[config.mk]
export PLATFORM = sky130hd
export DESIGN_NAME = branch_history_predictor
export DESIGN_NICKNAME = d
export VERILOG_FILES = /design/src/rtl/bp_pkg.sv /design/src/rtl/pattern_history_table.sv /design/src/rtl/branch_history_predictor.sv
export SDC_FILE = /design/constraint.sdc
export NUM_CORES = 1
export LEC_CHECK = 0
export BUFFER_PORTS_ARGS = -buffer_cell sky130_fd_sc_hd__buf_2
export CORE_MARGIN = 1.5
export CORE_UTILIZATION = 55
export DETAILED_ROUTE_END_ITERATION = 8
export PLACE_DENSITY = 0.76
export SLEW_MARGIN = 20
export SYNTH_ARGS = -nofsm -noshare
export SYNTH_HDL_FRONTEND = slang
export SYNTH_SLANG_ARGS = --single-unit
[constraint.sdc]
create_clock -name clk_i -period 8.37 [get_ports clk_i]
set_input_delay 1.2555 -clock clk_i [delete_from_list [all_inputs] [get_ports clk_i]]
set_output_delay 1.2555 -clock clk_i [all_outputs]
set_load 0.02 [all_outputs]
[src/rtl/bp_pkg.sv]
// Shared types, counter encodings and the saturating-counter helper for the
// branch history predictor.
package bp_pkg;

   typedef logic [1:0] counter_t;

   localparam counter_t STRONG_NT = 2'b00;
   localparam counter_t WEAK_NT   = 2'b01;
   localparam counter_t WEAK_T    = 2'b10;
   localparam counter_t STRONG_T  = 2'b11;

   localparam int unsigned MODE_BIMODAL = 0;
   localparam int unsigned MODE_GSHARE  = 1;

   function automatic counter_t sat_update(counter_t ctr, logic taken);
      counter_t res;
      res = ctr;
      if (taken) begin
         if (ctr != STRONG_T) res = ctr + 2'b01;
      end else begin
         if (ctr != STRONG_NT) res = ctr - 2'b01;
      end
      return res;
   endfunction

endpackage

[src/rtl/pattern_history_table.sv]
// Array of 2-bit saturating counters: one combinational read port and one
// read-modify-write training port.
module pattern_history_table
   import bp_pkg::*;
#(
   parameter int unsigned ENTRIES      = 64,
   parameter counter_t    COUNTER_INIT = WEAK_NT,
   localparam int unsigned IDX_W       = $clog2(ENTRIES)
) (
   input  logic             clk_i,
   input  logic             rst_i,
   input  logic [IDX_W-1:0] rd_index_i,
   output counter_t         rd_counter_o,
   input  logic             wr_en_i,
   input  logic [IDX_W-1:0] wr_index_i,
   input  logic             wr_taken_i
);

   counter_t table_q [ENTRIES];

   // Read returns the pre-update value on a same-cycle collision.
   assign rd_counter_o = table_q[rd_index_i];

   always_ff @(posedge clk_i) begin
      if (rst_i) begin
         for (int i = 0; i < int'(ENTRIES); i++) begin
            table_q[i] <= COUNTER_INIT;
         end
      end else if (wr_en_i) begin
         table_q[wr_index_i] <= sat_update(table_q[wr_index_i], wr_taken_i);
      end
   end

endmodule

[src/rtl/branch_history_predictor.sv]
// Fetch-stage next-PC predictor: bimodal or gshare indexed counter table,
// trained from execute, with resolved-branch and mispredict statistics.
module branch_history_predictor
   import bp_pkg::*;
#(
   parameter int unsigned ENTRIES      = 64,
   parameter int unsigned HIST_BITS    = 6,
   parameter int unsigned MODE         = MODE_GSHARE,
   parameter counter_t    COUNTER_INIT = WEAK_NT,
   localparam int unsigned IDX_W       = $clog2(ENTRIES)
) (
   input  logic             clk_i,
   input  logic             rst_i,
   input  logic [31:0]      pc_i,
   input  logic [31:0]      pc_plus_4_i,
   input  logic [31:0]      target_i,
   input  logic             is_branch_i,
   input  logic             is_jump_i,
   output logic [31:0]      pc_next_o,
   output logic             taken_o,
   output logic [IDX_W-1:0] index_o,
   input  logic             update_en_i,
   input  logic [IDX_W-1:0] update_index_i,
   input  logic             update_taken_i,
   input  logic             update_mispredict_i,
   output logic [31:0]      branch_cnt_o,
   output logic [31:0]      mispredict_cnt_o
);

   logic [HIST_BITS-1:0] ghr_q, ghr_d;
   logic [31:0]          branch_cnt_q, mispredict_cnt_q;
   logic [IDX_W-1:0]     pc_idx, ghr_ext, idx;
   counter_t             rd_counter;

   assign pc_idx  = pc_i[IDX_W+1:2];
   assign ghr_ext = IDX_W'(ghr_q);

   generate
      if (MODE == MODE_GSHARE) begin : g_gshare
         assign idx = pc_idx ^ ghr_ext;
      end else begin : g_bimodal
         assign idx = pc_idx;
      end

      if (HIST_BITS == 1) begin : g_hist1
         assign ghr_d = update_taken_i;
      end else begin : g_histn
         assign ghr_d = {ghr_q[HIST_BITS-2:0], update_taken_i};
      end
   endgenerate

   pattern_history_table #(
      .ENTRIES      (ENTRIES),
      .COUNTER_INIT (COUNTER_INIT)
   ) u_pht (
      .clk_i        (clk_i),
      .rst_i        (rst_i),
      .rd_index_i   (idx),
      .rd_counter_o (rd_counter),
      .wr_en_i      (update_en_i),
      .wr_index_i   (update_index_i),
      .wr_taken_i   (update_taken_i)
   );

   always_comb begin
      taken_o   = 1'b0;
      pc_next_o = pc_plus_4_i;
      if (is_jump_i) begin
         taken_o   = 1'b1;
         pc_next_o = target_i;
      end else if (is_branch_i) begin
         taken_o   = rd_counter[1];
         pc_next_o = rd_counter[1] ? target_i : pc_plus_4_i;
      end
   end

   assign index_o = idx;

   // History is non-speculative: it only moves on a resolved branch.
   always_ff @(posedge clk_i) begin
      if (rst_i) begin
         ghr_q            <= '0;
         branch_cnt_q     <= '0;
         mispredict_cnt_q <= '0;
      end else if (update_en_i) begin
         ghr_q            <= ghr_d;
         branch_cnt_q     <= branch_cnt_q + 32'd1;
         mispredict_cnt_q <= mispredict_cnt_q + {31'b0, update_mispredict_i};
      end
   end

   assign branch_cnt_o     = branch_cnt_q;
   assign mispredict_cnt_o = mispredict_cnt_q;

   // Bits that do not feed the index or the direction decision in every mode.
   logic unused_bits;
   assign unused_bits = ^{pc_i[31:IDX_W+2], pc_i[1:0], rd_counter[0], ghr_q};

endmodule

==> metrics <==
status=finished, final reports clean; Synth async-reset ratio=0%; Slew Limit Fails=0; slowest CP cell=xor2_2; setup_tns=0 ns; delay of the slowest critical-path stage=0.82 ns; Syn Nets=1097; number of clock sinks=198; Initial DRT Pass Iterations=5; postcts setup bufs=0; Slew headroom=25.6%; cell family with most CP delay=multiplexers; Via density=6.16; clk root buf=clkbuf_16; worst path bufs/invs=3; Core ar.=18900 sq um; CTS H-Tree Depth=4; Synth top area share=35.9%; clock-pin slew on the worst setup and hold paths=0.08 ns; Final Hold Violating Endpoints=0; unrepaired setup endpoints after global routing=false; first-pass GRT wire length=44100 microns; initial antenna violation count=3; clk_skew=0.0116 ns; Clock Latency Late Sink=0.44 ns; total power=2.19 mW; most frequent cells in the layout=buf_2, edfxtp_1, nor2_1, nand3_1, dfxtp_1; Synth Register Bits=198; worst vdd rail ir drop=0.155 mV; WHS=0.508 ns; Final nets=1230; # DRC=0; Max Cap Viol=0; Die W=142 microns; Hold/Removal Path Class=reg -> reg; Synth cell types=59; top post-synthesis cells by area=edfxtp_1, dfxtp_1, mux4_2, mux2_4, nor2_1; Setup crit start=pc_i[2]; synthesis-to-finish area growth=14.3%; FMAX=159 MHz; Final Worst Setup Slack=2.07 ns; Starting DRT DRC Count=836; synthesized area per cell=10.9 sq um; commonest non-fill, non-tap cell in the layout=buf_2; post-DR wirelength/cell=20.9 microns; Worst Max-Slew Pin Slew=1.11 ns; Post-Route WL=29200 microns; Clock Path Buffers=2; CTS tree=yes; post-DP HPWL=19300 microns; CP Data Required Time=7.11 ns; largest net degree at the start of global routing=89; Hold Path Cell Cnt=2; fin util=64.7%; height of the die=142 microns; RePlAce Congestion=0.840; Worst Path Max Fanout=33; Die ar.=20300 sq um; Leakage=4.67 nW; vias in the first global route=8107; GRT Resource Usage Total=28.7%; Most Frequent Cell on Critical Path=buf_2; CP arrival=5.04 ns; worst r2r src=u_pht.table_q[37][1]; Synth Warn #=0; share of layout cells above drive strength 1=28.6%; CP endpoint kind=output port; starting density of the core=56.6%; register area share after synthesis=49.0%; port bufs=185; FF-to-FF End=u_pht.table_q[28][1]; Overflow after GRT=0; ANT nets after route=0; I/O Pins=212; Startpoint Class=input port; Tcrit/Tclk final=75.3%; PD cells=179 nW/um^2; Gate Count Post-Synth=985; Top FF cell, synth=edfxtp_1; Setup Slack @ Placement=2.06 ns; EDFF count, synth=128; CTS-repair resized insts=0; largest area contributor in the netlist=edfxtp_1; Hold Crit Start=mispredict_cnt_o[29]; # rows=50; worst path cell trace=buf_2 -> xor2_2 -> buf_4 -> mux4_1 -> nand2_1 -> a21oi_1 -> or3_1 -> a221o_2 -> mux2_4 -> buf_2; cts hold-fix bufs=0; cts bufs inserted=17; R2R setup slack=4.65 ns; Hold Path Sink=mispredict_cnt_o[29]; Setup CP Type=in -> out; Finish-stage setup viols=0; total number of vias=8591; R2R cell count=8; synthesized cell area=10700 sq um; clock period minus worst slack=6.30 ns
## cell families (layout without fill, tap and decap cells)
group                      after synthesis  after routing  synth area share, %
AOI/OAI and AO/OA                      104            104                 6.80
DFF                                    198            198                 49.0
other                                    0              3                    0
muxes                                  102            102                 15.2
adders and majority gates                5              5                0.538
xor gates and xnor gates                57             57                 4.81
and+or+nand+nor                        420            420                 19.2
buffers and inverters                   99            245                 4.41
## tightest hold or removal path, stage by stage (launching register included)
cell and delay, ns:
dfxtp_1 0.33, o21ai_0 0.07, a21oi_1 0.06
## flip-flops by register name, indices dropped and copies added (netlist names)
register and flops:
u_pht.table_q 128, branch_cnt_o 32, mispredict_cnt_o 32, ghr_ext 6
## report_power, final
part           internal (mW)  leakage, nW  total (mW)  switching [mW]
Combinational          0.118         2.66       0.312           0.194
Clock                  0.422        0.295       0.813           0.391
Sequential              1.05         1.71        1.06          0.0111
Total                   1.59         4.67        2.19           0.596
## layer usage
metal / wire, microns / GRT usage [%] / share of wire, % / vias up
li1: - / - / - / 3880
met1: 10900 / 35.3 / 37 / 4127
met2: 14600 / 49.1 / 50 / 519
met3: 2910 / 6.56 / 10 / 63
met4: 813 / 11.4 / 2.8 / 2
met5: 13 / 0 / 0.045 / -
## area by class of cell
| type | instances | area [sq um] |
|---|---|---|
| fill | 1529 | 6670 |
| sequential | 198 | 5250 |
| multi-input combinational | 688 | 4990 |
| timing repair buffer | 197 | 1020 |
| clock buffer | 18 | 450 |
| tap | 260 | 325 |
| clock inverter | 14 | 133 |
| inverter | 16 | 60.1 |
| antenna | 3 | 7.51 |
## through the flow
stage | std cells | cell area (sq um)
6_report | 1394 | 12200
5_1_grt | 1393 | 12200
4_1_cts | 1391 | 12200
3_5_place_dp | 1359 | 11600
3_3_place_gp | 1359 | 11600
2_1_floorplan | 985 | 10700
## how the worst max path moves through the flow
| stage | to | slack (ns) | cells after the start |
|---|---|---|---|
| final | pc_next_o[26] | 2.07 | 10 |
| after global routing | pc_next_o[12] | 1.93 | 10 |
| after CTS | pc_next_o[12] | 2.06 | 10 |
| after detailed placement | pc_next_o[12] | 2.06 | 10 |
| after global placement | pc_next_o[12] | 2.12 | 10 |
| after floorplan | pc_next_o[22] | 3.35 | 9 |
## cell usage after synthesis (all sizes together) (6+ instances only)
library cell	n
a21o	34
a21oi	18
and3	7
mux2i	28
or3	15
or2	18
nand3	78
dfxtp	70
edfxtp	128
nor4	14
mux2	41
clkbuf	46
nand2b	13
nand4	22
a22oi	7
buf	37
nor3	54
xor2	36
nor2	112
o21bai	6
o21ai	12
inv	16
xnor2	21
nand2	62
mux4	33
(Power assumes the default switching activity.)
